<file path="src/rtl/smg_scan_disp.sv">
// Multiplexed seven-segment scanner: one digit per slot, frame-captured digit bus,
// per-digit blink blanking, decimal-point mask and anti-ghost dead time.
module smg_scan_disp #(
  parameter int unsigned DIGITS         = 6,
  parameter int unsigned SCAN_DIV       = 50000,
  parameter int unsigned BLANK_CYC      = 2,
  parameter int unsigned BLINK_FRAMES   = 64,
  parameter int unsigned SEG_ACTIVE_LOW = 1,
  parameter int unsigned SEL_ACTIVE_LOW = 1
) (
  input  logic                  clk,
  input  logic                  rst,
  input  logic [4*DIGITS-1:0]   Watch_cnt_disp,
  input  logic [DIGITS-1:0]     blink_mask,
  input  logic [DIGITS-1:0]     dp_mask,
  output logic [6:0]            seg_out,
  output logic                  dp_out,
  output logic [DIGITS-1:0]     sel_out,
  output logic                  frame_start
);

  localparam int unsigned PW = (SCAN_DIV > 1) ? $clog2(SCAN_DIV) : 1;
  localparam int unsigned IW = (DIGITS > 1) ? $clog2(DIGITS) : 1;
  localparam int unsigned FW = (BLINK_FRAMES > 1) ? $clog2(BLINK_FRAMES) : 1;
  localparam int unsigned SW = 4 * DIGITS;

  localparam logic SEG_INV = (SEG_ACTIVE_LOW != 0);
  localparam logic SEL_INV = (SEL_ACTIVE_LOW != 0);

  logic [PW-1:0]     pcnt, pcnt_n;
  logic [IW-1:0]     idx, idx_n;
  logic [FW-1:0]     fcnt, fcnt_n;
  logic              blink_ph, blink_ph_n;
  logic [SW-1:0]     snap, snap_n;
  logic [6:0]        seg_q, seg_n;
  logic              dp_q, dp_n;
  logic [DIGITS-1:0] sel_q, sel_n;
  logic              fs_q, fs_n;

  logic              slot_end, frame_end, blank, blink_k, dp_k;
  logic [3:0]        nib;
  logic [DIGITS-1:0] onehot;

  // Active-high {g,f,e,d,c,b,a} hex font
  function automatic logic [6:0] dec7(input logic [3:0] v);
    logic [6:0] s;
    s = 7'h00;
    case (v)
      4'h0: s = 7'h3F;  4'h1: s = 7'h06;  4'h2: s = 7'h5B;  4'h3: s = 7'h4F;
      4'h4: s = 7'h66;  4'h5: s = 7'h6D;  4'h6: s = 7'h7D;  4'h7: s = 7'h07;
      4'h8: s = 7'h7F;  4'h9: s = 7'h6F;  4'hA: s = 7'h77;  4'hB: s = 7'h7C;
      4'hC: s = 7'h39;  4'hD: s = 7'h5E;  4'hE: s = 7'h79;  4'hF: s = 7'h71;
      default: s = 7'h00;
    endcase
    return s;
  endfunction

  always_comb begin
    pcnt_n     = pcnt;
    idx_n      = idx;
    fcnt_n     = fcnt;
    blink_ph_n = blink_ph;
    snap_n     = snap;
    nib        = 4'h0;
    blink_k    = 1'b0;
    dp_k       = 1'b0;
    onehot     = '0;

    slot_end  = (pcnt == PW'(SCAN_DIV - 1));
    frame_end = slot_end && (idx == IW'(DIGITS - 1));

    if (slot_end) begin
      pcnt_n = '0;
      idx_n  = frame_end ? '0 : idx + IW'(1);
    end else begin
      pcnt_n = pcnt + PW'(1);
    end

    // Frame boundary: capture the digit bus and advance the blink frame counter
    if (frame_end) begin
      snap_n = Watch_cnt_disp;
      if (fcnt == FW'(BLINK_FRAMES - 1)) begin
        fcnt_n     = '0;
        blink_ph_n = ~blink_ph;
      end else begin
        fcnt_n = fcnt + FW'(1);
      end
    end

    for (int k = 0; k < int'(DIGITS); k++) begin
      if (idx == IW'(k)) begin
        nib       = snap[4*k +: 4];
        blink_k   = blink_mask[k];
        dp_k      = dp_mask[k];
        onehot[k] = 1'b1;
      end
    end

    blank = blink_k && blink_ph;
    seg_n = blank ? 7'h00 : dec7(nib);
    dp_n  = dp_k && !blank;
    sel_n = (pcnt < PW'(BLANK_CYC)) ? '0 : onehot;
    fs_n  = (pcnt == '0) && (idx == '0);
  end

  always_ff @(posedge clk) begin
    if (rst) begin
      pcnt     <= '0;
      idx      <= '0;
      fcnt     <= '0;
      blink_ph <= 1'b0;
      snap     <= '0;
      seg_q    <= 7'h00;
      dp_q     <= 1'b0;
      sel_q    <= '0;
      fs_q     <= 1'b0;
    end else begin
      pcnt     <= pcnt_n;
      idx      <= idx_n;
      fcnt     <= fcnt_n;
      blink_ph <= blink_ph_n;
      snap     <= snap_n;
      seg_q    <= seg_n;
      dp_q     <= dp_n;
      sel_q    <= sel_n;
      fs_q     <= fs_n;
    end
  end

  // Pin polarity applied after the output registers
  assign seg_out     = seg_q ^ {7{SEG_INV}};
  assign dp_out      = dp_q ^ SEG_INV;
  assign sel_out     = sel_q ^ {DIGITS{SEL_INV}};
  assign frame_start = fs_q;

endmodule

</file>
<file path="config.mk">
export PLATFORM = sky130hd
export DESIGN_NAME = smg_scan_disp
export DESIGN_NICKNAME = d
export VERILOG_FILES = /design/src/rtl/smg_scan_disp.sv
export SDC_FILE = /design/constraint.sdc
export NUM_CORES = 1
export LEC_CHECK = 0
export BUFFER_PORTS_ARGS = -buffer_cell sky130_fd_sc_hd__buf_4
export CAP_MARGIN = 30
export CORE_UTILIZATION = 36
export CTS_CLUSTER_DIAMETER = 200
export DETAILED_ROUTE_END_ITERATION = 8
export GPL_ROUTABILITY_DRIVEN = 0
export PLACE_DENSITY = 0.63
export SYNTH_ARGS = -nofsm -noshare
export SYNTH_HDL_FRONTEND = slang
export SYNTH_SLANG_ARGS = --single-unit
</file>
<file path="constraint.sdc">
create_clock -name clk -period 3 [get_ports clk]
set_input_delay 0.15 -clock clk [delete_from_list [all_inputs] [get_ports clk]]
set_output_delay 0.15 -clock clk [all_outputs]
set_load 0.05 [all_outputs]
</file>
==> results.md, run 1 <==
- VDD IR max: around 0.18 mV
- RSZ-0062 raised after global routing: no
- Achievable Freq: 374 MHz
- Max-slew headroom: 0.511
- Non-Filler Instances: 573
- Main combinational cell family by area after synthesis: simple AND/OR/NAND/NOR gates
- DRT antenna net count: 0
- Core area: 0.00872 mm2
- Vias in the first global route: 2740
- Total of max-cap violations: 0
- Synth-to-Final Area Change: 20.5%
- Setup violators final: 0
- Fraction of synthesized area in multiplexers: 0.0132
- Die Y: 96.8 um
- CTS resizes: 0
- Status: completed
- Synth Area in Compound Gates: 0.141
- CP required: 3250 ps
- Max stage delay on crit path: 630 ps
- Worst Setup End Kind: register
- Startpoint Class: register
- CTS Root Cell: clkbuf_8
- Synthesized area: between 0.003 and 0.004 mm2
- Skew-Pair Late Insertion Delay: 340 ps
- Layout fillers: between 800 and 900
- Global-route wire length before repair: 12600 um
- Final slew viol count: 0
- Initial Utilization: 0.371
- TritonCTS buffer count: 9
- Yosys cell types: 48
- Number of synthesized flops with an enable pin: 0
- Post-Synth Simple-Gate Area: 0.280
- Slowest cell on crit path: ha_1
- DPL Wire Length: 5560 um
- Hold WC Path Type: in2reg
- Seq/Total Area, Yosys: 0.403
- Maximum fanout along the worst path: 25
- DRC viols: 0
- Crit share post-route: 0.890
- Setup CP Type: reg2reg
- Area share of fa/ha/maj cells after synthesis: 0.0581
- Drt first pass iters: 4
- Postcts setup bufs: 0
- Initial antenna violation count: 0
- Routed length per instance: between 10 and 15 um
- Largest net degree at the start of global routing: between 40 and 50
- DRT iter0 DRCs: 144
- Maximum buffer depth of the clock tree: 2
- Die outline area: 0.00936 mm2
- Antenna cell count: 0
- Synth Area per Inst: between 7 and 8 um2
- Leakage: 1.55 nW
- Port bufs: 52
- Period minus WS final: 2670 ps
- Pwr Density: 415 mW/mm2
- CTS clock-pin slew for the worst setup and hold paths: 70 ps
- Post-Synthesis Cells: 409
- Xor/xnor share of the synthesized area: 0.0407
- Grt total ovfl: 0
- Syn Nets: around 460
- CP cell instances: inv_1 > ha_1 > o2111ai_1 > a32oi_1 > inv_1 > ha_1 > mux2_2 > a211oi_1
- Final Hold Viols: 0
- TritonCTS clock tree: built
- Most frequent cells in the layout: nand2_1, dfxtp_1, buf_4, nor2_1, a21oi_1
- DR vias/cell: 5.04
- # rows: 34
- Synth Register Bits: 65
- Post-Route WL: around 7500 um
- H-tree depth: 3
- CTS sink count: 65
- Die Width: 96.8 um
- Yosys warns: 0
- Async SR Flop Fraction: 0
- Top_reg_cell synth: dfxtp_1
- Total negative setup slack: 0 ps
- Vias post-DR: roughly 2900
- Slew @ Worst Pin: 734 ps
- Final setup skew: 10.2 ps
- Post-Place Cells: around 560
- Fin nets: 513
- Proportion of layout cells with a drive suffix above 1: 0.176
- Worst Path Arrival: 2920 ps
- I/O pin cnt: 53
- CTS Hold Bufs: 0
- Commonest non-fill, non-tap cell in the layout: nand2_1
- GRT Overall Usage: 0.165
==> power by group <==
| group | total, W | leakage [nW] | internal [W] | switching (W) |
|---|---|---|---|---|
| clock network | 0.000613 | 0.0839 | 0.000295 | 0.000318 |
| registers | 0.000879 | 0.527 | 0.000874 | 0.00000539 |
| logic | 0.000122 | 0.938 | 0.0000547 | 0.0000670 |
==> flip-flops by register name, indices dropped and copies added, names as in the netlist <==
register and flops:
pcnt 16, fcnt 6, sel_q 6, seg_q 7, dp_q 1, snap 24, blink_ph 1, frame_start 1
idx 3
==> cell families (layout without fill, tap and decap cells) <==
logic type               count (synthesis)  count (layout)
XOR/XNOR                                15              15
buffers and inverters                   52             108
AND/OR/NAND/NOR                        184             184
adder cells (fa/ha/maj)                 15              15
flip-flops                              65              65
multiplexers                             4               4
AO/OA/AOI/OAI                           74              74
==> metrics by stage <==
stage	cell area, um2	worst slack [ps]	total power (W)	hold slack (ps)	util
floorplan	3230	115	0.000961	290	-
global placement	3740	461	0.00102	411	0.429
detailed placement	3740	368	0.00102	414	0.429
CTS	3890	352	0.00163	46.3	0.446
global route	3890	86.3	0.00168	54.6	0.446
finish	3890	329	0.00161	62.9	0.446
==> cell usage after synthesis (7+ instances only) <==
cell	count	area share
nor2b_1	7	0.014
nand2_1	70	0.081
dfxtp_1	65	0.40
inv_1	30	0.035
xnor2_1	9	0.024
clkbuf_1	14	0.016
o21ai_0	11	0.017
nor2_1	41	0.048
nand3_1	12	0.019
and3_1	9	0.017
a21oi_1	38	0.059
ha_1	15	0.058
==> critical path, delay by kind of cell, from the launching register on <==
family / cells / cell delay [ps]
DFF: 1 / 340
muxes: 1 / 270
buffers and inverters: 2 / 220
AOI/OAI and AO/OA: 3 / 800
adders and majority gates: 2 / 960
==> per-layer routing <==
metal  share of wire  vias to the layer above  global-route usage
met5               0                        -                   0
met4          0.0057                        0              0.0517
met3           0.047                        5              0.0455
met2            0.45                       69               0.258
met1            0.50                     1329               0.222
li1                -                     1486                   -
==> cell type report <==
class | count | area, um2 | area share
timing repair buffer | 62 | 465 | 0.120
inverter | 30 | 113 | 0.0289
clock inverter | 4 | 20.0 | 0.00514
tap | 108 | 135 | 0.0347
multi-input combinational | 292 | 1720 | 0.443
clock buffer | 12 | 135 | 0.0347
sequential | 65 | 1300 | 0.334
==> worst paths after layout <==
kind | slack, ps | cells after the start | start | to
setup / recovery | 330 | 8 | idx[1] | seg_q[1]
hold / removal | 60 | 3 | Watch_cnt_disp[18] | snap[18]
setup reg to reg | 330 | 8 | idx[1] | seg_q[1]
hold reg to reg | 460 | 2 | snap[3] | snap[3]
No activity file was read; power rests on OpenSTA's default activity.
==> inputs of run 2 (changes only) <==
--- a/config.mk
+++ b/config.mk
@@ -5,6 +5,7 @@
 export SDC_FILE = /design/constraint.sdc
 export NUM_CORES = 1
 export LEC_CHECK = 0
+export ABC_AREA = 1
 export BUFFER_PORTS_ARGS = -buffer_cell sky130_fd_sc_hd__buf_4
 export CAP_MARGIN = 30
 export CORE_UTILIZATION = 36
==> run 2 against run 1 <==
  * Sequential share of layout area down 0.96 points
  * Wire length up 2.5%
  * Global-route usage up 0.56 points
  * Sequential cell count unchanged
  * Critical path depth up 8
  * Design area up 3.0%
  * Cell count up 13%
  * Via count up 7.8%
  * Highest routed layer unchanged
  * Clock-buffer cell count unchanged
  * The flow now finishes with violations (design-rule violations)
==> results.md, run 2 <==
- Status: complete, but fails checks
- Failing checks: design-rule violations
- Placed cell areas: 0.00379 mm2
- Core area: 0.00885 mm2
- Leakage: 1.70 nW
- Total negative setup slack: 0 ps
- Largest net degree at the start of global routing: 36
- RSZ-0062 raised after global routing: no
- CTS resizes: 0
- Fin nets: 590
- Achievable Freq: 397 MHz
- Reg power frac: 0.490
- TritonCTS clock tree: built
- Synth Area in Compound Gates: 0.123
- Postcts setup bufs: 0
- DPL Wire Length: 5550 um
- Main combinational cell family by area after synthesis: simple AND/OR/NAND/NOR gates
- Initial antenna violation count: 0
- Comb power frac: 0.067
- Die Y: 98.3 um
- Final slew viol count: 0
- Post-synth top area cell: dfxtp_1
- Top-count cell post-synth: nand2_1
- Post-Synthesis Cells: 487
- Switching pwr: 0.000419 W
- Seq/Total Area, Yosys: 0.390
- Startpoint Class: register
- CTS Hold Bufs: 0
- Final setup skew: 7.21 ps
- Number of synthesized flops with an enable pin: 0
- Syn Nets: 540
- PnR Total Power: 0.00179 W
- Post-Route WL: between 7000 and 8000 um
- VDD IR max: approximately 0.16 mV
- Worst Path Arrival: 2760 ps
- Vias in the first global route: between 2000 and 3000
- Pwr Density: 448 mW/mm2
- Initial Utilization: 0.377
- Most frequent cells in the layout: nand2_1, inv_1, dfxtp_1, buf_4, a21oi_1
- Setup violators final: 0
- Maximum buffer depth of the clock tree: 2
- Async SR Flop Fraction: 0
- CP required: between 3000 and 4000 ps
- DR vias/cell: 4.79
- Xor/xnor share of the synthesized area: 0.00525
- Synth Register Bits: 65
- Die Width: slightly below 100 um
- Layout fillers: 940
- Synth-to-Final Area Change: 20.0%
- I/O pin cnt: 53
- Final instance area: roughly 0.004 mm2
- Area share of fa/ha/maj cells after synthesis: 0.0562
- CTS sink count: 65
- Yosys warns: 0
- Slew @ Worst Pin: approximately 520 ps
- DRT antenna net count: 0
- Top-area cell type share of the netlist area: 0.390
- Synth Area per Inst: 6.86 um2
- Top_reg_cell synth: dfxtp_1
- Sw frac: 0.233
- Period minus WS final: 2520 ps
- Fraction of synthesized area in multiplexers: 0
- Post-Synth Simple-Gate Area: 0.316
- Synthesized area: 0.00334 mm2
- Final setup margin: 481 ps
- Grt total ovfl: 0
- Maximum fanout along the worst path: 8
- Int Power: 0.00138 W
- TritonCTS buffer count: 9
- GRT Overall Usage: 0.171
- Yosys cell types: 38
- DRC viols: 1
- Clock share of power: 0.443
- Top reg by flops: snap
- Global-route wire length before repair: around 13000 um
- CTS clock-pin slew for the worst setup and hold paths: 70 ps
- H-tree depth: 3
- Commonest non-fill, non-tap cell in the layout: nand2_1
- Final Hold Viols: 0
- DRT iter0 DRCs: 172
- Drt first pass iters: 9
- Skew-Pair Late Insertion Delay: 340 ps
- Crit share post-route: 0.840
- Antenna cell count: 0
- Place WS: 517 ps
- Hold WC Path Type: in2reg
- Max reg flops: 24
- Synth top cells by count: nand2_1, inv_1, dfxtp_1, a21oi_1, nor2_1
- Worst Setup End Kind: register
- Setup CP Type: reg2reg
- CTS Root Cell: clkbuf_8
- Proportion of layout cells with a drive suffix above 1: 0.172
- Port bufs: between 50 and 60
- # rows: 34
- Top cells by area, synth: dfxtp_1, nand2_1, inv_1
- Die outline area: 0.00967 mm2
- Routed length per instance: 11.8 um
- Biggest regs: snap: 24 flops, pcnt: 16 flops, seg_q: 7 flops
- Vias post-DR: 3113
- Total of max-cap violations: 0
- Max-slew headroom: 0.652
run 2: changes by cell type in the layout (fill, tap and decap cells not counted), moves of 5 or more:
cell and change:
nand2_1 +64, inv_1 +36, and3_1 -9, xor2_1 -5, nand2_2 +5, nand3_1 +22, o21ai_1 +7, inv_2 +6
buf_4 -8, nand2b_1 -5, nor2b_1 -7, a21oi_1 +11, and4_1 -6, xnor2_1 -8
run 2: routing by layer:
metal,vias up,global-route usage,share of wire,routed length [um]
li1,1643,-,-,-
met1,1389,0.223,0.48,3720
met2,73,0.278,0.46,3520
met3,8,0.0401,0.046,357
met4,0,0.0563,0.011,87
met5,-,0,0,0
run 2: path summary, 6_finish.rpt:
path / from / cells past startpoint / endpoint / slack [ps]
worst min register to register: snap[17] / 2 / snap[17] / 460
worst min-delay path: Watch_cnt_disp[20] / 3 / snap[20] / 70
worst max-delay path: idx[2] / 16 / seg_q[3] / 480
worst max register to register: idx[2] / 16 / seg_q[3] / 480
run 2: logic make-up (layout without fill, tap and decap cells):
family	Yosys count	after routing
and+or+nand+nor	241	241
buffers and inverters	88	143
AOI/OAI and AO/OA	76	76
DFF	65	65
adders and majority gates	15	15
xor gates and xnor gates	2	2
run 2: per-stage QoR:
step                      std cells   util  hold WS [ps]
after global placement          634  0.429           419
after CTS                       650  0.453          56.6
after floorplan                 487      -           297
after global routing            650  0.453          54.1
after detailed placement        634  0.429           417
final                           650  0.453          66.3
run 2: power by group through the flow:
stage	Clock, W	Combinational, W	Sequential [W]
after floorplan	0	0.0000583	0.000903
after global placement	0	0.000121	0.000899
after detailed placement	0	0.000122	0.000899
after CTS	0.000813	0.000122	0.000879
after global routing	0.000857	0.000132	0.000880
final	0.000795	0.000121	0.000879
run 2: cell type report:
cell class	instances	area [um2]	area share
inverters	73	279	0.0696
multi-input cells	334	1670	0.417
repair buffers	54	405	0.101
clock inverters	4	50.0	0.0125
well taps	108	135	0.0337
flip-flops and latches	65	1300	0.325
clock buffers	12	165	0.0412
run 2: worst max-delay path, stage by stage (launching register included):
cell and delay, ps:
dfxtp_1 620, inv_6 70, ha_1 300, inv_1 180
o21ai_1 90, inv_1 60, nand2_1 50, nand2_1 50
nand2_1 50, nand2_1 80, nand2_1 140, inv_1 160
ha_1 240, nand3_1 90, nand2_1 70, o21ai_1 130
nor2_1 50
==> inputs of run 3 (changes only) <==
==> constraint.sdc (replaced) <==
create_clock -name clk -period 2.17 [get_ports clk]
set_input_delay 0.1085 -clock clk [delete_from_list [all_inputs] [get_ports clk]]
set_output_delay 0.1085 -clock clk [all_outputs]
set_load 0.05 [all_outputs]
==> run 3 against run 2 <==
  * The run still ends with design-rule violations left
  * Sequential share of layout area fell by 0.84 points
  * Register-to-register slack got worse by 350 ps
  * Cell count rose by 2.2%
  * Critical path depth fell by 3
  * Maximum frequency rose by 24%
  * Sequential cell count did not move
  * First-iteration DRC count fell by 27%
  * Clock-buffer cell count fell by 3
  * Combinational power rose by 38%
  * Sequential power rose by 39%
  * Wire length rose by 3.7%
  * Clock skew rose by 4.2 ps
==> results.md, run 3 (synthesis results as in run 2) <==
- Comb power frac: 0.073
- Setup CP Type: reg2reg
- Maximum fanout along the worst path: 6
- DRT iter0 DRCs: about 130
- Setup violators final: 0
- Int Power: about 0.0017 W
- H-tree depth: 3
- Layout fillers: 914
- Worst Path Arrival: 2290 ps
- Grt total ovfl: 0
- Die outline area: 0.00967 mm2
- Placed cell areas: about 0.0039 mm2
- Vias post-DR: 3139
- Fin nets: a little over 600
- Reg power frac: 0.532
- Initial Utilization: 0.377
- Largest net degree at the start of global routing: 36
- DPL Wire Length: slightly below 6000 um
- TritonCTS buffer count: 9
- Initial antenna violation count: 0
- Pwr Density: 554 mW/mm2
- DRC viols: 8
- DR vias/cell: roughly 4.7
- Proportion of layout cells with a drive suffix above 1: 0.225
- CTS Hold Bufs: 0
- Crit share post-route: 0.940
- PnR Total Power: 0.00228 W
- Leakage: 1.74 nW
- Switching pwr: 0.000593 W
- Period minus WS final: 2040 ps
- Status: complete, but fails checks
- Top reg by flops: snap
- CTS clock-pin slew for the worst setup and hold paths: 80 ps
- Commonest non-fill, non-tap cell in the layout: nand2_1
- DRT antenna net count: 0
- Final setup skew: 11.4 ps
- Max-slew headroom: 0.658
- Most frequent cells in the layout: nand2_1, buf_4, dfxtp_1, inv_1, a21oi_1
- Vias in the first global route: 2942
- Routed length per instance: 12.0 um
- Sw frac: 0.260
- Final slew viol count: 0
- Synth-to-Final Area Change: 23.5%
- Die Width: 98.3 um
- CTS sink count: 65
- Post-Route WL: 7970 um
- Slew @ Worst Pin: about 510 ps
- Max reg flops: 24
- VDD IR max: approximately 0.25 mV
- CTS Root Cell: clkbuf_8
- Startpoint Class: register
- Global-route wire length before repair: roughly 13000 um
- # rows: 34
- TritonCTS clock tree: built
- Core area: 0.00885 mm2
- Final Hold Viols: 0
- Achievable Freq: 490 MHz
- Maximum buffer depth of the clock tree: 2
- GRT Overall Usage: 0.170
- Hold WC Path Type: in2reg
- Port bufs: 52
- Multi-input gate area: 0.00172 mm2
- Skew-Pair Late Insertion Delay: 350 ps
- Total of max-cap violations: 0
- Clock share of power: 0.395
- Antenna cell count: 0
- Biggest regs: snap: 24 flops, pcnt: 16 flops, seg_q: 7 flops
- Failing checks: design-rule violations
- Drt first pass iters: 6
- Worst Setup End Kind: register
- Die Y: roughly 98 um
- I/O pin cnt: 53
- Final instance area: 0.00412 mm2
- Area occupied by registers: around 0.0013 mm2
- CP required: about 2400 ps
-- run 3: changes by cell type in the layout (fill, tap and decap cells not counted), moves of 3 or more --
cell,previous run,this run
inv_1,66,61
buf_4,54,68
ha_1,15,12
inv_2,6,10
clkbuf_8,12,9
a21oi_2,2,5
a21oi_1,49,46
-- run 3: power groups by stage --
stage                     clock network (W)   logic, W  registers, W
after floorplan                           0  0.0000806       0.00125
after global placement                    0   0.000169       0.00124
after detailed placement                  0   0.000168       0.00124
after CTS                          0.000925   0.000169       0.00122
after global routing               0.000998   0.000180       0.00122
final                              0.000902   0.000167       0.00122
-- run 3: final timing paths --
path / from / to / slack, ps / cells after the start
worst max-delay path: idx[0] / seg_q[5] / 130 / 13
worst min-delay path: dp_mask[5] / dp_q / 6 / 3
worst max register to register: idx[0] / seg_q[5] / 130 / 13
worst min register to register: snap[17] / snap[17] / 460 / 2
-- run 3: final cells by class --
type / count / area share
inverters: 73 / 0.0683
clock inverters: 7 / 0.0115
clock buffers: 9 / 0.0300
flip-flops and latches: 65 / 0.316
multi-input cells: 334 / 0.417
repair buffers: 68 / 0.124
well taps: 108 / 0.0328
-- run 3: worst max-delay path, stage by stage (launching register included) --
cell	delay [ps]
dfxtp_2	350
ha_1	200
ha_2	190
buf_4	150
nand2_1	60
nand2_1	50
inv_1	50
nand2_1	60
a21oi_2	160
buf_4	160
ha_1	190
nand3_1	120
o21ai_1	160
nor2_1	60
-- run 3: routing by layer --
metal,part of all wire,track usage
met3,0.045,0.0415
met4,0.016,0.0643
met2,0.47,0.280
met1,0.47,0.214
met5,0,0
-- run 3: through the flow --
| stage | hold WS [ps] | cells | utilization | setup WS [ps] | TNS (ps) |
|---|---|---|---|---|---|
| 2_1_floorplan | 256 | 487 | - | 99.3 | 0 |
| 3_3_place_gp | 374 | 643 | 0.436 | 143 | 0 |
| 3_5_place_dp | 374 | 643 | 0.436 | 80.4 | 0 |
| 4_1_cts | 7.53 | 659 | 0.456 | 69.6 | 0 |
| 5_1_grt | 17.9 | 664 | 0.466 | -9.62 | -12.0 |
| 6_report | 5.85 | 664 | 0.466 | 131 | 0 |
-- run 3: what timing repair did --
action / CTS / global route
buffers inserted: 0 / 5
endpoints found under the hold margin: 0 / 0
endpoints found under the setup margin: 0 / 7
resized for setup: 0 / 20
